`src/rtl/uart_cmd_defs_pkg.sv`:
```
// Shared command/reply codes and FSM encodings for the UART command engine.
package uart_cmd_defs;

    localparam logic [7:0] CMD_TEST    = 8'h74;
    localparam logic [7:0] CMD_WRITE   = 8'h77;
    localparam logic [7:0] CMD_READ    = 8'h72;
    localparam logic [7:0] CMD_ECHO    = 8'h65;

    localparam logic [7:0] RSP_OK      = 8'h4B;
    localparam logic [7:0] RSP_ERR     = 8'h3F;
    localparam logic [7:0] RSP_TIMEOUT = 8'h21;

    typedef enum logic [2:0] {
        P_IDLE,
        P_T_ARG,
        P_W_ADDR,
        P_W_DATA,
        P_R_ADDR,
        P_E_CNT,
        P_E_DATA
    } parse_state_t;

    typedef enum logic [1:0] {
        TX_IDLE,
        TX_PULSE,
        TX_GUARD,
        TX_WAIT
    } tx_state_t;

    function automatic int addr_width(input int n);
        return (n > 1) ? $clog2(n) : 1;
    endfunction

endpackage

```
`src/rtl/cmd_tx_fifo.sv`:
```
// Reply byte FIFO; head word is visible on pop_data without a read cycle.
module cmd_tx_fifo #(
    parameter int DEPTH = 16
) (
    input  logic       clk100mhz,
    input  logic       cpu_reset,
    input  logic       push,
    input  logic [7:0] push_data,
    input  logic       pop,
    output logic [7:0] pop_data,
    output logic       empty,
    output logic       full
);

    localparam int AW = $clog2(DEPTH);
    localparam logic [AW:0] PTR_ONE = 1;

    logic [7:0] mem [DEPTH];
    logic [AW:0] wr_ptr;
    logic [AW:0] rd_ptr;

    // The extra pointer bit separates a full ring from an empty one.
    assign empty    = (wr_ptr == rd_ptr);
    assign full     = (wr_ptr[AW] != rd_ptr[AW]) && (wr_ptr[AW-1:0] == rd_ptr[AW-1:0]);
    assign pop_data = mem[rd_ptr[AW-1:0]];

    always_ff @(posedge clk100mhz) begin
        if (push && !full) begin
            mem[wr_ptr[AW-1:0]] <= push_data;
        end
    end

    always_ff @(posedge clk100mhz) begin
        if (cpu_reset) begin
            wr_ptr <= '0;
            rd_ptr <= '0;
        end else begin
            if (push && !full) begin
                wr_ptr <= wr_ptr + PTR_ONE;
            end
            if (pop && !empty) begin
                rd_ptr <= rd_ptr + PTR_ONE;
            end
        end
    end

endmodule

```
`src/rtl/uart_cmd_engine.sv`:
```
// Byte-protocol command parser with register file and a drained reply FIFO.
//
// parser state | meaning
// P_IDLE       | waiting for a command byte
// P_T_ARG      | 't' seen, next byte is returned plus INCR
// P_W_ADDR     | 'w' seen, next byte is the register address
// P_W_DATA     | next byte is written to the latched address
// P_R_ADDR     | 'r' seen, next byte selects the register to return
// P_E_CNT      | 'e' seen, next byte is the echo length
// P_E_DATA     | echoing bytes until the length counter runs out
//
// tx state     | meaning
// TX_IDLE      | waiting for a queued byte and an idle transmitter
// TX_PULSE     | tx_send asserted for this single cycle
// TX_GUARD     | tx_busy ignored while the transmitter picks up the byte
// TX_WAIT      | waiting for tx_busy to fall
module uart_cmd_engine #(
    parameter int NUM_REGS       = 4,
    parameter int TX_DEPTH       = 16,
    parameter int TIMEOUT_CYCLES = 10000000,
    parameter int INCR           = 1
) (
    input  logic                  clk100mhz,
    input  logic                  cpu_reset,
    input  logic                  rx_valid,
    input  logic [7:0]            rx_data,
    input  logic                  tx_busy,
    output logic                  tx_send,
    output logic [7:0]            tx_data,
    output logic [8*NUM_REGS-1:0] regs_out,
    output logic                  cmd_error,
    output logic                  tx_overflow
);

    import uart_cmd_defs::*;

    localparam int ADDR_W = addr_width(NUM_REGS);
    localparam int TMO_W  = (TIMEOUT_CYCLES > 1) ? $clog2(TIMEOUT_CYCLES) : 1;
    localparam logic [TMO_W-1:0] TMO_LOAD = TMO_W'((TIMEOUT_CYCLES > 0) ? TIMEOUT_CYCLES - 1 : 0);
    localparam logic [TMO_W-1:0] TMO_ONE  = 1;
    localparam logic [7:0] INCR_B = 8'(INCR);
    localparam bit TMO_EN = (TIMEOUT_CYCLES > 0);

    parse_state_t p_state, p_next;
    tx_state_t    tx_state, tx_next;

    logic [7:0]       addr_q, addr_next;
    logic [7:0]       ecnt_q, ecnt_next;
    logic [TMO_W-1:0] tmo_q, tmo_next;
    logic             push_q, push_next;
    logic [7:0]       push_byte_q, push_byte_next;
    logic             err_next;
    logic             wr_en;
    logic [7:0]       rd_byte;
    logic             rx_addr_ok, lat_addr_ok, tmo_expire;
    logic [7:0]       regs_q [NUM_REGS];
    logic [7:0]       tx_data_q;
    logic             fifo_pop, fifo_empty, fifo_full;
    logic [7:0]       fifo_rdata;

    assign rx_addr_ok  = ({1'b0, rx_data} < 9'(NUM_REGS));
    assign lat_addr_ok = ({1'b0, addr_q} < 9'(NUM_REGS));
    assign rd_byte     = regs_q[rx_data[ADDR_W-1:0]];
    // A byte arriving on the expiry cycle takes priority over the timeout.
    assign tmo_expire  = TMO_EN && (p_state != P_IDLE) && !rx_valid && (tmo_q == '0);

    always_comb begin
        p_next         = p_state;
        addr_next      = addr_q;
        ecnt_next      = ecnt_q;
        tmo_next       = tmo_q;
        push_next      = 1'b0;
        push_byte_next = RSP_ERR;
        err_next       = 1'b0;
        wr_en          = 1'b0;
        if (rx_valid) begin
            tmo_next = TMO_LOAD;
            case (p_state)
                P_IDLE: begin
                    case (rx_data)
                        CMD_TEST:  p_next = P_T_ARG;
                        CMD_WRITE: p_next = P_W_ADDR;
                        CMD_READ:  p_next = P_R_ADDR;
                        CMD_ECHO:  p_next = P_E_CNT;
                        default: begin
                            push_next = 1'b1;
                            err_next  = 1'b1;
                        end
                    endcase
                end
                P_T_ARG: begin
                    push_next      = 1'b1;
                    push_byte_next = rx_data + INCR_B;
                    p_next         = P_IDLE;
                end
                P_W_ADDR: begin
                    addr_next = rx_data;
                    p_next    = P_W_DATA;
                end
                P_W_DATA: begin
                    push_next = 1'b1;
                    p_next    = P_IDLE;
                    if (lat_addr_ok) begin
                        wr_en          = 1'b1;
                        push_byte_next = RSP_OK;
                    end else begin
                        err_next = 1'b1;
                    end
                end
                P_R_ADDR: begin
                    push_next = 1'b1;
                    p_next    = P_IDLE;
                    if (rx_addr_ok) begin
                        push_byte_next = rd_byte;
                    end else begin
                        err_next = 1'b1;
                    end
                end
                P_E_CNT: begin
                    if (rx_data == 8'd0) begin
                        push_next      = 1'b1;
                        push_byte_next = RSP_OK;
                        p_next         = P_IDLE;
                    end else begin
                        ecnt_next = rx_data;
                        p_next    = P_E_DATA;
                    end
                end
                P_E_DATA: begin
                    push_next      = 1'b1;
                    push_byte_next = rx_data;
                    ecnt_next      = ecnt_q - 8'd1;
                    if (ecnt_q == 8'd1) begin
                        p_next = P_IDLE;
                    end
                end
                default: p_next = P_IDLE;
            endcase
        end else if (tmo_expire) begin
            push_next      = 1'b1;
            push_byte_next = RSP_TIMEOUT;
            err_next       = 1'b1;
            p_next         = P_IDLE;
        end else if ((p_state != P_IDLE) && (tmo_q != '0)) begin
            tmo_next = tmo_q - TMO_ONE;
        end
    end

    always_ff @(posedge clk100mhz) begin
        if (cpu_reset) begin
            p_state     <= P_IDLE;
            addr_q      <= '0;
            ecnt_q      <= '0;
            tmo_q       <= '0;
            push_q      <= 1'b0;
            push_byte_q <= '0;
            cmd_error   <= 1'b0;
        end else begin
            p_state     <= p_next;
            addr_q      <= addr_next;
            ecnt_q      <= ecnt_next;
            tmo_q       <= tmo_next;
            push_q      <= push_next;
            push_byte_q <= push_byte_next;
            cmd_error   <= err_next;
        end
    end

    always_ff @(posedge clk100mhz) begin
        if (cpu_reset) begin
            for (int i = 0; i < NUM_REGS; i++) begin
                regs_q[i] <= '0;
            end
        end else if (wr_en) begin
            regs_q[addr_q[ADDR_W-1:0]] <= rx_data;
        end
    end

    for (genvar g = 0; g < NUM_REGS; g++) begin : g_regs_out
        assign regs_out[8*g +: 8] = regs_q[g];
    end

    always_ff @(posedge clk100mhz) begin
        if (cpu_reset) begin
            tx_overflow <= 1'b0;
        end else if (push_q && fifo_full) begin
            tx_overflow <= 1'b1;
        end
    end

    cmd_tx_fifo #(
        .DEPTH(TX_DEPTH)
    ) u_fifo (
        .clk100mhz(clk100mhz),
        .cpu_reset(cpu_reset),
        .push     (push_q),
        .push_data(push_byte_q),
        .pop      (fifo_pop),
        .pop_data (fifo_rdata),
        .empty    (fifo_empty),
        .full     (fifo_full)
    );

    always_comb begin
        tx_next  = tx_state;
        fifo_pop = 1'b0;
        case (tx_state)
            TX_IDLE: begin
                if (!fifo_empty && !tx_busy) begin
                    fifo_pop = 1'b1;
                    tx_next  = TX_PULSE;
                end
            end
            TX_PULSE: tx_next = TX_GUARD;
            TX_GUARD: tx_next = TX_WAIT;
            TX_WAIT: begin
                if (!tx_busy) begin
                    tx_next = TX_IDLE;
                end
            end
            default: tx_next = TX_IDLE;
        endcase
    end

    always_ff @(posedge clk100mhz) begin
        if (cpu_reset) begin
            tx_state  <= TX_IDLE;
            tx_data_q <= '0;
        end else begin
            tx_state <= tx_next;
            if (fifo_pop) begin
                tx_data_q <= fifo_rdata;
            end
        end
    end

    assign tx_send = (tx_state == TX_PULSE);
    assign tx_data = tx_data_q;

endmodule
```
`config.mk`:
```
export PLATFORM = sky130hd
export DESIGN_NAME = uart_cmd_engine
export DESIGN_NICKNAME = d
export VERILOG_FILES = /design/src/rtl/uart_cmd_defs_pkg.sv /design/src/rtl/cmd_tx_fifo.sv /design/src/rtl/uart_cmd_engine.sv
export SDC_FILE = /design/constraint.sdc
export NUM_CORES = 1
export LEC_CHECK = 0
export ABC_AREA = 1
export CORE_UTILIZATION = 35
export DETAILED_ROUTE_END_ITERATION = 6
export HOLD_SLACK_MARGIN = 0.02
export PLACE_DENSITY_LB_ADDON = 0.15
export SLEW_MARGIN = 5
export SYNTH_ARGS = -nofsm -noshare
export SYNTH_HDL_FRONTEND = slang
export SYNTH_SLANG_ARGS = --single-unit
```
`constraint.sdc`:
```
create_clock -name clk100mhz -period 3.05 [get_ports clk100mhz]
set_input_delay 0.61 -clock clk100mhz [delete_from_list [all_inputs] [get_ports clk100mhz]]
set_output_delay 0.61 -clock clk100mhz [all_outputs]
set_load 0.005 [all_outputs]
```
Yosys cells after proc, flatten, opt, wreduce, memory -nomap -nowiden
Memories as Yosys holds them, arrays and structs flattened. A register that Yosys moved wholly into a read port is not among the register bits.
Index checks and enable logic that the tools add are counted.
{ "totals": {"memories": 2, "ramBits": 160, "register_bits": 66, "in_bits": 12} }
{ "classes": {"n_mux": 44, "eq_ne": 23, "reduce_logical": 31, "magnitude_cmp": 2, "n_addsub": 5, "n_bitwise": 1} }
{ "memory_table": {"columns": ["memory", "depth", "word_bits", "read_ports", "rd_ports_with_merged_regs", "wr", "line_no", "rtl"], "rows": [
  ["u_fifo.mem", 16, 8, 1, 1, 1, "cmd_tx_fifo.sv:18", "logic [7:0] mem [DEPTH];"],
  ["regs_q", 4, 8, 5, 0, 4, "uart_cmd_engine.sv:56", "logic [7:0] regs_q [NUM_REGS];"]
]} }
{ "ops": {"columns": ["op", "n"], "rows": [
  ["24-bit 2-to-1 mux", 3],
  ["8-bit case mux with 5 select lines", 1],
  ["8-bit by 7-bit equality test with 1-bit output (second input constant)", 4],
  ["8-bit 2-to-1 mux", 4],
  ["24-bit zero test", 1],
  ["3-bit case mux with 4 select lines", 2],
  ["24-bit nonzero test", 1],
  ["24-bit by 1-bit subtractor with 24-bit output (second input constant)", 1],
  ["1-bit 2-to-1 mux", 20],
  ["8-bit by 3-bit less-than comparator with 1-bit output (second input constant)", 2],
  ["8-bit case mux with 2 select lines", 1],
  ["7-bit 2-to-1 mux", 2],
  ["3-bit 2-to-1 mux", 4],
  ["5-bit by 1-bit adder with 5-bit output (second input constant)", 2],
  ["3-bit equality test (second input constant)", 3],
  ["8-bit by 1-bit adder with 8-bit output (second input constant)", 1],
  ["8-bit by 1-bit equality test with 1-bit output (second input constant)", 1],
  ["1-bit logical AND", 8],
  ["8-bit zero test", 1],
  ["2-bit inequality test (second input constant)", 4],
  ["2-bit case mux with 4 select lines", 1],
  ["2-bit AND reduction", 4],
  ["4-bit OR reduction", 2],
  ["8-bit OR reduction", 1],
  ["other kinds (21)", 32]
]} }

Logic depth before layout (Yosys ltp)
Gate-level depths: netlist of run 1.
{ "depth": {"ltp_word": 9, "ltp_mapped": 12} }

Cells and area by module
A second synthesis of run 1 with hierarchy kept.
{ "hier_totals": {"hier_cells": 1289, "hier_area_um2": 11476.0} }
{ "modules_own_cells": {"columns": ["module", "cells_each", "area_each_um2", "instances"], "rows": [
  ["cmd_tx_fifo", 535, 6068.3, 1],
  ["uart_cmd_engine", 754, 5407.7, 1]
]} }

Worst setup path after synthesis of run 1
Ideal clock, no wire load.
{ "synth_timing": {"path_kind": "input to register", "from": "input port cpu_reset", "to": "memory regs_q[1][0] (enable)", "required_time_ns": 2.666, "arrival_ns": 1.728, "setup_slack_ns": 0.937, "path_buffers": 1, "stages": 4, "path_cell_list": "clkbuf_1 -> nor2_1 -> nand2_2 -> o21ai_0"} }
{ "synth_rtl": {"columns": ["element", "line_no", "rtl"], "rows": [
  ["start: declaration", "uart_cmd_engine.sv:24", "input logic cpu_reset,"],
  ["end: declaration", "uart_cmd_engine.sv:56", null]
]} }

Worst setup path in the final report of run 1
{ "layout_timing": {"from": "register tx_state[1]", "to": "output port tx_send"} }
{ "layout_between": {"elab_chain_cells": 1} }
{ "layout_lines": {"columns": ["element", "line_no", "rtl"], "rows": [
  ["start: declaration", "uart_cmd_engine.sv:45", "tx_state_t tx_state, tx_next;"],
  ["start signal: assignment", "uart_cmd_engine.sv:230", "tx_state <= tx_next;"],
  ["2-bit by 1-bit equality test with 1-bit output", "uart_cmd_engine.sv:237", "assign tx_send = (tx_state == TX_PULSE);"],
  ["end: declaration", "uart_cmd_engine.sv:28", "output logic tx_send,"]
]} }
No other way between the ends.

==> results of run 1 <==
per-stage QoR:
step / area (sq um) / total power (W) / hold WS [ns] / std cells / worst slack [ns]
3_5_place_dp: 12120 / 0.005135 / 0.4515 / 1689 / 0.4185
5_1_grt: 12900 / 0.008326 / 0.4717 / 1737 / 0.6144
2_1_floorplan: 11030 / 0.004605 / 0.4295 / 1250 / 0.9375
6_report: 12900 / 0.007929 / 0.4564 / 1737 / 0.7898
3_3_place_gp: 12120 / 0.005122 / 0.4457 / 1689 / 0.4738
4_1_cts: 12900 / 0.008031 / 0.4615 / 1737 / 0.7503
report_power, final:
part	switching [W]	leakage [nW]	internal (W)	total [W]
registers	0.0000995	2.10	0.00349	0.00359
clock network	0.00125	0.380	0.00163	0.00288
logic	0.000966	2.40	0.000490	0.00146
total	0.00232	4.88	0.00561	0.00793
metal layers:
layer	routed length, um	GRT usage (%)	vias to the layer above
met4	570	4.310	0
met2	13780	30.30	188
met5	0	0	-
met1	14030	26.35	4112
li1	-	-	4351
met3	1491	2.310	46
layout by cell type, fill, tap and decap left out, types with 22 or more instances in the layout:
cell             instances
a21oi_1                 53
buf_4                   39
clkbuf_16               26
clkdlybuf4s50_1         54
dfxtp_1                 73
edfxtp_1               160
inv_1                   80
nand2_1                242
nand3_1                 65
nand4_1                 22
nor2_1                 269
o21ai_0                107
state kept, by name, summed over array words and instances (netlist names):
| name | count |
|---|---|
| addr_q | 8 |
| cmd_error | 1 |
| ecnt_q | 8 |
| p_state | 3 |
| push_byte_q | 8 |
| push_q | 1 |
| regs_q | 32 |
| tmo_q | 24 |
| tx_data | 8 |
| tx_overflow | 1 |
| tx_state | 2 |
| u_fifo.mem | 128 |
| u_fifo.rd_ptr | 5 |
| u_fifo.wr_ptr | 5 |
worst max-delay path, cell delays in order, from the launching register on:
cell	delay [ns]
dfxtp_1	0.38
inv_1	0.10
ha_1	0.19
clkdlybuf4s50_1	0.45
kinds of logic (layout without fill, tap and decap cells):
logic type	count (synthesis)	in the layout
flops	234	234
fa+ha+maj	18	18
compound gates	205	205
xor+xnor	18	18
buf+inv	139	230
simple gates	636	636
worst paths after layout:
check	to	slack [ns]	cells after the start
worst min register to register	addr_q[3]	0.46	2
worst max register to register	u_fifo.mem[12][6]	0.81	8
worst min-delay path	addr_q[3]	0.46	2
worst max-delay path	tx_send	0.79	3
cell type report:
cell class	instances	area (sq um)	share of cell area [%]
clock buffers	38	715.7	5.549
flip-flops and latches	234	6287	48.74
clock inverters	10	65.06	0.5044
repair buffers	93	833.3	6.460
multi-input cells	877	4165	32.29
well taps	396	495.5	3.841
inverters	89	336.6	2.609
==> flow_summary.toml, run 1 <==
[yosys]
synth.yosys.warnings = 0
synth_top_family_by_area = "simple AND/OR/NAND/NOR gates"
yosys.area.top_type = "edfxtp_1"
yosys.area.top_type_share_pct = 43.54
netlist_instances = 1250
ys_seq_elements = 234
muxShareOfSynthArea_pct = 0
yosysMostFrequentCell = "nor2_1"
synth_cell_types = 41
synth.area.top_cells = "edfxtp_1 (44%), dfxtp_1 (13%), nor2_1 (9.2%), nand2_1 (8.2%), o21ai_0 (4.9%)"
synth_top_flop_cell = "edfxtp_1"
synth-edff-count = 160
netlist_top_cells_count = "nor2_1 (269), nand2_1 (242), edfxtp_1 (160)"
synth_simple_gate_area_share_pct = 24.06
async_flop_share_pct = 0
ys_seq_area_share_pct = 56.97
synth_xor_area_share_pct = 1.429
syn-num-nets = 1280
syn_area_per_cell_sq_um = 8.827
synth-compound-area-share_pct = 10.22
synthAdderAreaFrac_pct = 2.041
syn-cell-area_sq_um = 11030

[cts]
cts_setup_buffers = 0
cts_buffers = 26
clk_latency_ns = 0.54
hold_buffers = 0
cts-root-buf = "clkbuf_16"
clkTransAtPathRegs_ns = 0.06
clockBufferDepth = 3
cts_num_sinks = 234
cts_tree = "built"
h-tree-depth = 1
cts_resized = 0

[sta]
rsz0062_at_grt = "false"
fmax_mhz = 442.4
hold_viol = 0
setup_tns_ns = 0
post-route-period-util_pct = 74.10
finalCriticalPeriod_ns = 2.260
setup_viol = 0
maxSlewHeadroom_pct = 49.10
slew_viol_final = 0
worstMarginPinSlew_ns = 0.7636
skew_ns = 0.02029

[route]
finalWirelength_um = 29870
ant_nets = 0
drc = 0
vias = 8697
drt_iter0_drc = 690
vias_per_cell = 5.007
wire_per_inst_um = 17.20
drt_pass1_iterations = 5

[global_routing]
grt_max_degree = 68
grt_antenna_before_repair = 0
track_usage_pct = 18.60
overflow = 0
grt_pass1_vias = 8520
grt_pass1_wl_um = 47500

[placed_design]
dp_hpwl_um = 20250
place.gp.congestion = 0.8661
io_buffer_count = 54

[final_layout]
n_antenna_cell = 0
fillCellCount = 3086
area_growth_pct = 16.90
final_net_count = 1351
drive_above_1_share_pct = 7.457
finish.utilization_pct = 41.84

[run]
maxCapViolCount = 0

[worst_setup_path]
crit_required_ns = 2.44
startpoint = "tx_state[1]"
critPathLaunchType = "flip-flop"
worstPathArrival_ns = 1.65
endpoint_kind = "output port"
rr_startpoint = "u_fifo.wr_ptr[2]"
path_class = "flip-flop to output port"
cp_max_fo = 4

[floorplan]
dieWidth_um = 179.6
dieArea_sq_um = 32240
design.core.area_sq_um = 30830
dieHeight_um = 179.6
pin_count = 55
start_util_pct = 35.79
rows = 64

[power_and_ir_drop]
ir_drop_mv = 0.4211
cellLeakagePower_nw = 4.880
powerDensity_nw_per_um2 = 614.7

[worst_hold_path]
hp-start = "addr_q[3]"
hp-class = "flip-flop to flip-flop"

[run_status]
outcome = "finished clean"
(Power assumes the default switching activity.)
==> run 2, diff against run 1 <==
clock period = 2.2 ns   (was 3.05 ns; I/O delays follow)
==> run 2 against run 1 <==
Effect of this change: routed wire length rose by 2.4%; first-iteration DRC count rose by 2.0%; hold slack gained 0.0039 ns; clock-buffer cell count is the same; die area unchanged; combinational power grew 46%; utilization up 1.9 points; final cell count is 2.8% higher; via count rose by 3.0%; sequential share of layout area down 2.1 points; total power increased by 52%; clock power grew 70%; critical path type unchanged; critical endpoint unchanged.
==> flow_summary.toml, run 2 (same netlist as run 1, synthesis figures left out) <==
[route]
drc = 0
wire_per_inst_um = 17.13
vias = 8956
finalWirelength_um = 30590
vias_per_cell = 5.015
drt_iter0_drc = 704
drt_pass1_iterations = 5
ant_nets = 0

[cts]
cts_tree = "built"
cts_num_sinks = 234
cts_buffers = 27
cts-root-buf = "clkbuf_16"
h-tree-depth = 1
clkTransAtPathRegs_ns = 0.06
clk_latency_ns = 0.56
clockBufferDepth = 3

[final_layout]
area_growth_pct = 22.12
drive_above_1_share_pct = 10.94
final_net_count = 1399
largest_reg_flops = 128
fillCellCount = 3013
finish.utilization_pct = 43.71
final_common_cell = "nor2_1"
n_antenna_cell = 0
mostFrequentLayoutCells = "nor2_1 (269), nand2_1 (241), edfxtp_1 (160), o21ai_0 (107), buf_4 (83)"

[power_and_ir_drop]
powerDensity_nw_per_um2 = 892.0
p_total_w = 0.01202
ir_drop_mv = 0.5349
cellLeakagePower_nw = 5.206

[worst_setup_path]
cp_max_fo = 4
cp_slowest_cell = "clkdlybuf4s50_1"
rr_startpoint = "u_fifo.rd_ptr[0]"
path_cells = "inv_1 > ha_1 > clkdlybuf4s50_1"
endpoint_kind = "output port"
timing.critical_path.buf_inv = 2
crit_required_ns = 1.76
timing.rr.end = "u_fifo.mem[1][1]"
worstPathArrival_ns = 1.66
ff2ff_path_depth = 8
critPathLaunchType = "flip-flop"
worst-r2r-setup-slack_ns = 0.12
path_class = "flip-flop to output port"
critPathTopFamily = "buffers and inverters"
slowest_delay_ns = 0.45

[sta]
skew_ns = 0.01340
setup_tns_ns = 0
rsz0062_at_grt = "true"
holdWs_ns = 0.4603
maxSlewHeadroom_pct = 49.48
slew_viol_final = 0
hold_viol = 0
worstMarginPinSlew_ns = 0.7568
finalCriticalPeriod_ns = 2.100
setup_viol = 0
fmax_mhz = 476.2
post-route-period-util_pct = 95.46

[run_status]
outcome = "finished clean"

[worst_hold_path]
hp-class = "flip-flop to flip-flop"
hp-start = "addr_q[6]"
hold-path-endpoint = "addr_q[6]"
hold_path_depth = 2

[global_routing]
track_usage_pct = 19.09
overflow = 0
grt_antenna_before_repair = 1
grt_pass1_wl_um = 48620
grt_pass1_vias = 8779
grt_max_degree = 64

[placed_design]
io_buffer_count = 54
dp_hpwl_um = 20870
place.gp.congestion = 0.8859

[run]
maxCapViolCount = 0

[floorplan]
start_util_pct = 35.79
dieArea_sq_um = 32240
dieHeight_um = 179.6
design.core.area_sq_um = 30830
pin_count = 55
dieWidth_um = 179.6
rows = 64
==> run 2: cell count changes in the layout (fill, tap and decap cells not counted), moves of 2 or more <==
| cell | delta |
|---|---|
| buf_12 | +3 |
| bufinv_16 | +6 |
| clkinv_2 | -2 |
| buf_4 | +44 |
==> run 2: metrics by stage <==
| step | setup slack [ns] | std cells | area (sq um) |
|---|---|---|---|
| 2_1_floorplan | 0.2178 | 1250 | 11030 |
| 3_3_place_gp | 0.04470 | 1736 | 12510 |
| 3_5_place_dp | 0.009256 | 1736 | 12510 |
| 4_1_cts | 0.05355 | 1786 | 13470 |
| 5_1_grt | -0.05021 | 1786 | 13480 |
| 6_report | 0.09996 | 1786 | 13480 |
==> run 2: area by class of cell <==
type                            instances  area (sq um)  area share, %
Clock buffer                           38         737.0          5.469
Clock inverter                         12         227.7          1.690
Inverter                               89         336.6          2.498
Multi-Input combinational cell        877          4168          30.93
Sequential cell                       234          6287          46.66
Tap cell                              396         495.5          3.677
Timing Repair Buffer                  140          1224          9.081
==> run 2: repair_timing <==
action | CTS | global route
resized for setup | 0 | 1
endpoints found under the setup margin | 0 | 80
buffers inserted | 0 | 0
hold buffers | 0 | 0
==> run 2: worst max path at each step <==
| stage | cells past startpoint | endpoint | startpoint |
|---|---|---|---|
| floorplan | 6 | regs_q[1][0] | p_state[1] |
| CTS | 3 | tx_send | tx_state[1] |
| global placement | 7 | p_state[1] | rx_valid |
| global route | 8 | u_fifo.mem[1][6] | u_fifo.rd_ptr[0] |
| finish | 3 | tx_send | tx_state[1] |
| detailed placement | 11 | cmd_error | rx_data[1] |
==> run 2: metal layers <==
layer	vias up	share of wire, %	GRT usage, %
met1	4274	48	26.88
met5	-	0	0
li1	4452	-	-
met4	0	2.0	5.414
met3	44	4.9	3.160
met2	186	45	30.23
==> run 2: where the power goes <==
part           total (W)  leakage, nW  internal, W  switching [W]
logic            0.00213         2.64     0.000760        0.00137
clock network    0.00489        0.470      0.00305        0.00184
registers        0.00499         2.10      0.00484       0.000148
total             0.0120         5.21      0.00865        0.00337
==> run 2: worst reg2reg max path: stages, from the launching register on <==
cell and delay [ns]:
dfxtp_2 0.46, xor2_1 0.21, nor2_1 0.08, nand3b_1 0.15, nand2_2 0.07, inv_1 0.21, nand2_1 0.24, nor2_1 0.15
buf_4 0.21
